<file path="src/rtl/debouncer_multi_if.sv">
// -----------------------------------------------------------------------------
// debouncer_multi_if
//   Groups the switch-side and control-side signals of debouncer_multi.
//   Clock and reset are not part of the bundle; they stay plain module ports.
//
//   SwIn       raw asynchronous switch inputs          (master -> slave)
//   SwOutDB    debounced levels                        (slave -> master)
//   RisePulse  one-cycle strobe on a 0->1 debounced edge
//   FallPulse  one-cycle strobe on a 1->0 debounced edge
//   AnyChange  OR of all rise/fall strobes, same cycle
//   LongPress  one-cycle long-press strobe (zero unless the feature is built)
//
//   Modports: master = whoever drives the switches and consumes the results,
//             slave  = the debouncer itself.
// -----------------------------------------------------------------------------
interface debouncer_multi_if #(
    parameter int N = 4
);
    logic [N-1:0] SwIn;
    logic [N-1:0] SwOutDB;
    logic [N-1:0] RisePulse;
    logic [N-1:0] FallPulse;
    logic         AnyChange;
    logic [N-1:0] LongPress;

    modport master (
        output SwIn,
        input  SwOutDB, RisePulse, FallPulse, AnyChange, LongPress
    );

    modport slave (
        input  SwIn,
        output SwOutDB, RisePulse, FallPulse, AnyChange, LongPress
    );
endinterface

</file>
<file path="src/rtl/debouncer_multi.sv">
// -----------------------------------------------------------------------------
// debouncer_multi
//   N independent switch debouncers. Each channel runs its raw input through a
//   2-FF synchroniser, then a stability counter: the debounced level only
//   flips after STABLE_CNT consecutive samples that disagree with it. Any
//   agreeing sample throws the partial count away.
//
//   Optional feature macro: DEBOUNCE_LONG_PRESS_EN
//     Defined   : per-channel held counter, LongPress[i] pulses once when the
//                 debounced level has been high for LONG_CNT cycles.
//     Undefined : no held counters, LongPress tied low. Port list unchanged.
//
//   Ports
//     Clk1ms  sampling clock, all logic on its rising edge
//     Rst     asynchronous active-high reset
//     bus     debouncer_multi_if.slave (SwIn in; SwOutDB, RisePulse,
//             FallPulse, AnyChange, LongPress out)
// -----------------------------------------------------------------------------
module debouncer_multi #(
    parameter int   N          = 4,
    parameter int   STABLE_CNT = 4,
    parameter logic RST_VAL    = 1'b0,
    parameter int   LONG_CNT   = 1000
) (
    input  logic                Clk1ms,
    input  logic                Rst,
    debouncer_multi_if.slave    bus
);
    localparam int CW = $clog2(STABLE_CNT + 1);

    // Elaboration-time sanity checks on the configuration.
    if (N < 1)          $error("debouncer_multi: N must be >= 1");
    if (STABLE_CNT < 1) $error("debouncer_multi: STABLE_CNT must be >= 1");
    if (LONG_CNT < 1)   $error("debouncer_multi: LONG_CNT must be >= 1");

    logic [N-1:0]         s1_q, s2_q;
    logic [N-1:0]         db_q, db_d;
    logic [N-1:0]         rise_q, rise_d;
    logic [N-1:0]         fall_q, fall_d;
    logic                 any_q, any_d;
    logic [N-1:0][CW-1:0] cnt_q, cnt_d;

    // Per-channel stability counter. Because the count restarts on every
    // agreeing sample and the update happens at STABLE_CNT-1, cnt never
    // exceeds STABLE_CNT-1.
    always_comb begin
        db_d   = db_q;
        cnt_d  = cnt_q;
        rise_d = '0;
        fall_d = '0;
        for (int i = 0; i < N; i++) begin
            if (s2_q[i] == db_q[i]) begin
                cnt_d[i] = '0;
            end else if (cnt_q[i] == CW'(STABLE_CNT - 1)) begin
                db_d[i]   = s2_q[i];
                cnt_d[i]  = '0;
                rise_d[i] = s2_q[i];
                fall_d[i] = ~s2_q[i];
            end else begin
                cnt_d[i] = cnt_q[i] + CW'(1);
            end
        end
        any_d = |(rise_d | fall_d);
    end

    always_ff @(posedge Clk1ms or posedge Rst) begin
        if (Rst) begin
            s1_q   <= {N{RST_VAL}};
            s2_q   <= {N{RST_VAL}};
            db_q   <= {N{RST_VAL}};
            cnt_q  <= '0;
            rise_q <= '0;
            fall_q <= '0;
            any_q  <= 1'b0;
        end else begin
            s1_q   <= bus.SwIn;
            s2_q   <= s1_q;
            db_q   <= db_d;
            cnt_q  <= cnt_d;
            rise_q <= rise_d;
            fall_q <= fall_d;
            any_q  <= any_d;
        end
    end

    assign bus.SwOutDB   = db_q;
    assign bus.RisePulse = rise_q;
    assign bus.FallPulse = fall_q;
    assign bus.AnyChange = any_q;

`ifdef DEBOUNCE_LONG_PRESS_EN
    localparam int LW = $clog2(LONG_CNT + 1);

    logic [N-1:0][LW-1:0] held_q, held_d;
    logic [N-1:0]         lp_q, lp_d;

    // Held counter follows the registered debounced level, so counting
    // starts the cycle after the rise strobe and the pulse lands LONG_CNT
    // cycles after it. Saturation at LONG_CNT gives one pulse per press.
    always_comb begin
        held_d = held_q;
        lp_d   = '0;
        for (int i = 0; i < N; i++) begin
            if (!db_q[i]) begin
                held_d[i] = '0;
            end else if (held_q[i] != LW'(LONG_CNT)) begin
                held_d[i] = held_q[i] + LW'(1);
                lp_d[i]   = (held_q[i] == LW'(LONG_CNT - 1));
            end
        end
    end

    always_ff @(posedge Clk1ms or posedge Rst) begin
        if (Rst) begin
            held_q <= '0;
            lp_q   <= '0;
        end else begin
            held_q <= held_d;
            lp_q   <= lp_d;
        end
    end

    assign bus.LongPress = lp_q;
`else
    assign bus.LongPress = '0;
`endif

endmodule

</file>
<file path="src/flat_wrapper.sv">
// flat-port wrapper written by rule: the top's interface ports become plain ports
module debouncer_multi_flat 
#(
    parameter int   N          = 4,
    parameter int   STABLE_CNT = 4,
    parameter logic RST_VAL    = 1'b0,
    parameter int   LONG_CNT   = 1000
)
  (Clk1ms, Rst, bus_SwIn, bus_SwOutDB, bus_RisePulse, bus_FallPulse, bus_AnyChange, bus_LongPress);
  debouncer_multi_if #(.N(N)) bus_i ();
  input  logic Clk1ms;
  input  logic Rst;
  input wire logic [$bits(bus_i.SwIn)-1:0] bus_SwIn;
  output wire logic [$bits(bus_i.SwOutDB)-1:0] bus_SwOutDB;
  output wire logic [$bits(bus_i.RisePulse)-1:0] bus_RisePulse;
  output wire logic [$bits(bus_i.FallPulse)-1:0] bus_FallPulse;
  output wire logic [$bits(bus_i.AnyChange)-1:0] bus_AnyChange;
  output wire logic [$bits(bus_i.LongPress)-1:0] bus_LongPress;
  assign bus_i.SwIn = bus_SwIn;
  assign bus_SwOutDB = bus_i.SwOutDB;
  assign bus_RisePulse = bus_i.RisePulse;
  assign bus_FallPulse = bus_i.FallPulse;
  assign bus_AnyChange = bus_i.AnyChange;
  assign bus_LongPress = bus_i.LongPress;
  debouncer_multi #(.N(N), .STABLE_CNT(STABLE_CNT), .RST_VAL(RST_VAL), .LONG_CNT(LONG_CNT)) u_core (.Clk1ms(Clk1ms), .Rst(Rst), .bus(bus_i));
endmodule
</file>
<file path="config.mk">
export PLATFORM = sky130hd
export DESIGN_NAME = debouncer_multi_flat
export DESIGN_NICKNAME = d
export VERILOG_FILES = /design/src/rtl/debouncer_multi_if.sv /design/src/rtl/debouncer_multi.sv /design/src/flat_wrapper.sv
export SDC_FILE = /design/constraint.sdc
export NUM_CORES = 1
export LEC_CHECK = 0
export ABC_CLOCK_PERIOD_IN_PS = 1150
export CAP_MARGIN = 10
export CORE_ASPECT_RATIO = 1.75
export CORE_UTILIZATION = 35
export DETAILED_ROUTE_END_ITERATION = 10
export HOLD_SLACK_MARGIN = 0.06
export PLACE_DENSITY = 0.68
export SYNTH_ARGS = -nofsm -noshare
export SYNTH_HDL_FRONTEND = slang
export SYNTH_SLANG_ARGS = --single-unit
</file>
<file path="constraint.sdc">
create_clock -name Clk1ms -period 1.15 [get_ports Clk1ms]
set_input_delay 0.23 -clock Clk1ms [delete_from_list [all_inputs] [get_ports Clk1ms]]
set_output_delay 0.23 -clock Clk1ms [all_outputs]
set_load 0.02 [all_outputs]
</file>
==> key figures, run 1 <==
Synthesis
  – Syn_area_per_cell: 14.7 um2
  – Cell variety after synth: 20
  – Synth cell count leaders: dfrtp_1 (33), nor3b_1 (13), buf_4 (4), ha_1 (4), nand2_1 (4)
  – Syn Inst Count: 83
  – Synth top area cells: dfrtp_1 (68%), nor3b_1 (8.0%), ha_1 (4.1%), mux2_2 (2.8%), buf_4 (2.5%)
  – Synth warnings: 0
  – Synthesized flop and latch total: 33
  – Post-synth top area cell: dfrtp_1
  – Count leader, synth: dfrtp_1
  – Top_reg_cell synth: dfrtp_1
  – Synth Cell Area: 1220 um2
  – Post-synth EDFFs: 0
  – Post-synth top area share: 67.8%
  – Seq/Total Area, Yosys: 67.8%
  – Asr flop ratio synth: 100%

STA
  – Final worst slack: -0.0474 ns
  – Final setup fails: 2
  – Hold slack: 0.295 ns
  – Clock skew: 0.00316 ns
  – RSZ-0062 raised after global routing: true
  – Setup TNS: -0.0824 ns
  – Final period utilization: 104%
  – Final hold violations: 0
  – Fin crit period: 1.20 ns
  – Maximum clock rate: 0.835 GHz
  – Slew Viols, Final: 0

Drt
  – DR pass1 iterations: 4
  – Iteration-0 DRC Markers: 20
  – Avg WL per Cell: 12.4 um
  – Routed via count: 722
  – DRC: 0
  – Post-route ant nets: 0
  – Final wirelength: 2090 um
  – Via/cell ratio: 4.30

Critical path
  – Worst EP required: 1.31 ns
  – Max FO, Critical Path: 5
  – Arr. time, crit path: 1.36 ns
  – FF-to-FF setup slack: -0.05 ns
  – Worst Setup SP: u_core.cnt_q[0]
  – Crit-path slowest cell: dfrtp_1
  – Largest stage delay, worst path: 0.39 ns
  – Crit path buf inv count: 0
  – CP endpoint: u_core.bus.SwOutDB[0]
  – Top delay family on crit path: flip-flops
  – R2R cell count: 3
  – Critical Path Stages: 3
  – FF-to-FF Start: u_core.cnt_q[0]
  – CP endpoint kind: flop
  – Worst Setup Start Kind: flop
  – R2R Path End: u_core.bus.SwOutDB[0]
  – WS Path Type: reg2reg
  – Worst-path cell chain: ha_2 > nand2b_1 > mux2_2

Clocking
  – Clk_lat worst skew: 0.28 ns
  – H-tree Lvls: 2
  – Worst-path clk slew: 0.06 ns
  – Num CTS Buffers: 5
  – CTS tree: built
  – CTS sink cnt: 33
  – Root Buffer: clkbuf_8
  – CTS Hold Bufs: 0
  – Clk buf depth: 2

Cells and area
  – Share of cells above drive strength 1: 39.0%
  – Final core occ: 49.7%
  – Multi-input logic area: 413 um2
  – Nets@finish: 132
  – Non-filler cells in the finished layout: 168
  – Diode count: 0
  – Fill cells: 303
  – Register area: 826 um2
  – Design area: 1670 um2
  – Syn-to-layout area delta: 37.1%

Floorplan
  – Die area: 3730 um2
  – Die Y: 80.1 um
  – Starting density of the core: 36.2%
  – Die extent in x: 46.6 um
  – Cell row count: 28
  – I/O pin count: 23
  – Core area: 3360 um2

Placement
  – Pre-CTS setup slack: -0.0536 ns
  – Placed cell count: 158
  – PortBufs: 18
  – Placer Congestion: 0.738
  – Final HPWL DP: 1460 um
  – Placed cell areas: 1550 um2

Power
  – Total power: 3.58 mW
  – Power Dens Cells: 2140 nW/um2
  – Static Leak: 0.763 nW
  – Worst vdd ir: 1.07 mV

GRT
  – Antenna violations before repair: 0
  – Maximum number of pins on one net before global-route repair: 34
  – First-pass GRT wire length: 3480 um
  – Remaining global-route overflow: 0
  – Total track usage: 14.0%
  – Number of global-route vias before repair: 772

Hold path
  – Hold crit path type: in2async

Job
  – Max-cap viol count: 0

Run status
  – Failing checks: negative setup slack
  – Status: complete, but fails checks
-- routing by layer --
metal	part of all wire [%]	vias to the layer above	track usage, %
met5	0	-	0
met4	3.0	0	11.5
met3	3.1	8	4.04
met2	56	17	21.7
met1	38	353	14.8
li1	-	344	-
-- final cells by class --
cell class                 instances  share of cell area [%]
tap                               45                    3.37
timing repair buffer              33                    17.2
multi-input combinational         47                    24.7
inverter                           2                   0.449
sequential                        33                    49.4
clock buffer                       8                    4.79
-- kinds of logic (layout without fill, tap and decap cells) --
| family | count (synthesis) | count (layout) | share of synthesized area [%] |
|---|---|---|---|
| adders and majority gates | 4 | 4 | 4.11 |
| other | 1 | 4 | 0.308 |
| DFF | 33 | 33 | 67.8 |
| buffers and inverters | 6 | 43 | 3.08 |
| muxes | 3 | 3 | 2.77 |
| and+or+nand+nor | 29 | 29 | 16.9 |
| xor gates and xnor gates | 5 | 5 | 3.59 |
| AOI/OAI and AO/OA | 2 | 2 | 1.44 |
-- timing repair --
| item | in CTS | in global routing |
|---|---|---|
| endpoints found under the hold margin | 0 | 0 |
| setup buffers | 0 | 2 |
| resized for setup | 45 | 9 |
| cloned | 0 | 0 |
| pin swaps | 3 | 1 |
| setup endpoints to repair | 17 | 10 |
-- power by group --
group	total [mW]	leakage (nW)	internal [mW]	switching [mW]
clock	0.810	0.0395	0.429	0.381
sequential	1.51	0.425	1.39	0.116
combinational	1.26	0.298	0.657	0.600
total	3.58	0.763	2.48	1.10
-- placed cells by master, fill, tap and decap left out, drive strengths merged --
master         Yosys  layout
nand2b             4       4
ha                 4       4
and3               1       1
xnor2              3       3
a32oi              1       1
nand2              4       4
nor2b              3       3
xor2               2       2
and2               1       1
buf                4      21
o221ai             1       1
clkbuf             0       8
dfrtp             33      33
inv                2       2
clkdlybuf4s15      0       7
clkdlybuf4s50      0       5
nor3               1       1
nor3b             14      14
conb               1       4
mux2               3       3
nor2               1       1
-- flip-flops by register name (all words and copies together), names as in the netlist --
register / cells
u_core.bus.AnyChange: 1
u_core.bus.FallPulse: 4
u_core.bus.RisePulse: 4
u_core.bus.SwOutDB: 4
u_core.cnt_q: 12
u_core.s1_q: 4
u_core.s2_q: 4
-- worst min-delay path: stages --
cell and delay (ns):
clkdlybuf4s50_1 0.40, inv_1 0.09, buf_12 0.21
-- how the worst min path moves through the flow --
stage	start	end	cells after the start
4_1_cts	Rst	u_core.cnt_q[3]	3
3_3_place_gp	u_core.s1_q[3]	u_core.s2_q[3]	0
6_report	Rst	u_core.bus.RisePulse[3]	3
5_1_grt	Rst	u_core.bus.FallPulse[3]	3
2_1_floorplan	bus_SwIn[0]	u_core.s1_q[0]	0
3_5_place_dp	u_core.s1_q[3]	u_core.s2_q[3]	0
(Power assumes the default switching activity.)
==> run 2, diff against run 1 <==
--- a/config.mk
+++ b/config.mk
@@ -8,10 +8,11 @@
 export ABC_CLOCK_PERIOD_IN_PS = 1150
 export CAP_MARGIN = 10
 export CORE_ASPECT_RATIO = 1.75
+export CORE_MARGIN = 10
 export CORE_UTILIZATION = 35
 export DETAILED_ROUTE_END_ITERATION = 10
 export HOLD_SLACK_MARGIN = 0.06
-export PLACE_DENSITY = 0.68
+export PLACE_DENSITY = 0.6
 export SYNTH_ARGS = -nofsm -noshare
 export SYNTH_HDL_FRONTEND = slang
 export SYNTH_SLANG_ARGS = --single-unit
==> key figures, run 2 (synthesis gave the netlist of run 1 again) <==
Critical path
  – Arr. time, crit path: 1.30 ns
  – CP endpoint kind: flop
  – R2R cell count: 4
  – Worst Setup Start Kind: flop
  – FF-to-FF Start: u_core.cnt_q[9]
  – FF-to-FF setup slack: -0.004 ns
  – WS Path Type: reg2reg
  – Max FO, Critical Path: 2
  – Worst EP required: 1.30 ns
  – R2R Path End: u_core.bus.AnyChange

Placement
  – PortBufs: 18
  – Final HPWL DP: 1670 um
  – Placed cell areas: 1540 um2
  – Placer Congestion: 0.749

GRT
  – First-pass GRT wire length: 3730 um
  – Number of global-route vias before repair: 811
  – Maximum number of pins on one net before global-route repair: 34
  – Remaining global-route overflow: 0
  – Antenna violations before repair: 0
  – Total track usage: 7.61%

STA
  – Clock skew: 0.00535 ns
  – Final worst slack: -0.00445 ns
  – Final setup fails: 1
  – Final hold violations: 0
  – Slew Viols, Final: 0
  – Maximum clock rate: 0.866 GHz
  – Final period utilization: 100%
  – Fin crit period: 1.15 ns
  – RSZ-0062 raised after global routing: true
  – Hold slack: 0.297 ns

Drt
  – Met2 WL post-DR: 1260 um
  – Post-route ant nets: 0
  – DRC: 0
  – Routed via count: 728
  – Metal3 WL: 93 um
  – Max Used Layer: met4
  – Avg WL per Cell: 13.8 um
  – Final wirelength: 2290 um
  – Met1 WL: 848 um
  – Iteration-0 DRC Markers: 3
  – DR pass1 iterations: 2
  – Via/cell ratio: 4.39

Floorplan
  – Die extent in x: 64.6 um
  – Die area: 6340 um2
  – Cell row count: 28
  – Die Y: 98.1 um
  – Starting density of the core: 36.2%
  – I/O pin count: 23
  – Core area: 3360 um2

Cells and area
  – Share of cells above drive strength 1: 44.6%
  – Diode count: 0
  – Syn-to-layout area delta: 38.9%
  – Nets@finish: 130
  – Design area: 1690 um2
  – Final core occ: 50.3%
  – Most flop-heavy register: u_core.cnt_q
  – Most common cell after layout, fill and taps aside: dfrtp_1
  – Max reg flops: 12
  – Commonest cells after routing, fill and taps aside: dfrtp_1 (33), buf_2 (11), buf_4 (11), nor3b_1 (9), clkbuf_8 (7)

Power
  – Clk pwr share: 25.4%
  – Static Leak: 0.789 nW
  – Power Dens Cells: 2220 nW/um2
  – Internal power: 2.59 mW
  – Sequential power share: 40.5%
  – Net switching power figure: 1.17 mW
  – Power share of the combinational group: 34.1%
  – Switch share: 31.1%
  – Worst vdd ir: 1.18 mV

Hold path
  – Hold crit path type: in2async

Clocking
  – Root Buffer: clkbuf_8
  – Num CTS Buffers: 5
  – Clk buf depth: 2
  – Clk_lat worst skew: 0.28 ns
  – CTS tree: built
  – CTS Hold Bufs: 0
  – H-tree Lvls: 2
  – CTS sink cnt: 33
  – Worst-path clk slew: 0.07 ns

Run status
  – Status: complete, but fails checks
  – Failing checks: negative setup slack

Job
  – Max-cap viol count: 0
## run 2: routing by layer
metal,up-vias,GRT usage (%)
met5,-,0
met4,0,5.79
met3,9,2.75
met2,16,12.6
met1,357,7.45
li1,346,-
## run 2: power by group through the flow
stage / clock, mW / sequential (mW) / combinational, mW
finish: 0.956 / 1.52 / 1.28
global route: 1.04 / 1.56 / 1.41
CTS: 0.984 / 1.50 / 1.24
detailed placement: 0 / 1.52 / 1.21
global placement: 0 / 1.50 / 1.15
floorplan: 0 / 1.68 / 0.476
## run 2: how the worst max path moves through the flow
stage,start,endpoint,slack (ns)
after floorplan,u_core.cnt_q[0],u_core.bus.SwOutDB[0],0.007
after global placement,u_core.bus.SwOutDB[0],u_core.bus.AnyChange,-0.04
after detailed placement,u_core.bus.SwOutDB[0],u_core.bus.AnyChange,-0.04
after CTS,u_core.bus.SwOutDB[0],u_core.bus.AnyChange,-0.02
after global routing,u_core.bus.SwOutDB[0],u_core.bus.AnyChange,-0.07
final,u_core.cnt_q[9],u_core.bus.AnyChange,-0.004
## run 2: worst max-delay path: stages (launching register included)
cell and delay, ns:
dfrtp_1 0.39, ha_2 0.18, nor2b_2 0.16, a32oi_1 0.16
o221ai_1 0.13
## run 2: what timing repair did
| action | CTS | global route |
|---|---|---|
| gates resized for setup | 50 | 16 |
| setup endpoints to repair | 17 | 17 |
| setup buffers | 1 | 0 |
| pin swaps | 2 | 1 |
| gates cloned | 0 | 0 |
## run 2: stage by stage
stage	power [mW]	worst slack (ns)	instances	setup TNS, ns
finish	3.76	-0.00445	166	-0.00445
global route	4.01	-0.0694	166	-0.107
CTS	3.73	-0.0205	166	-0.0205
detailed placement	2.72	-0.0401	157	-0.127
global placement	2.65	-0.0378	157	-0.0726
floorplan	2.16	0.00678	86	0
## run 2: cell type report
type,count,area (um2)
inverters,2,7.51
fillers,316,1670
well taps,45,56.3
multi-input cells,47,460
repair buffers,31,241
clock buffers,7,96.3
flip-flops and latches,33,826
clock inverters,1,5.00
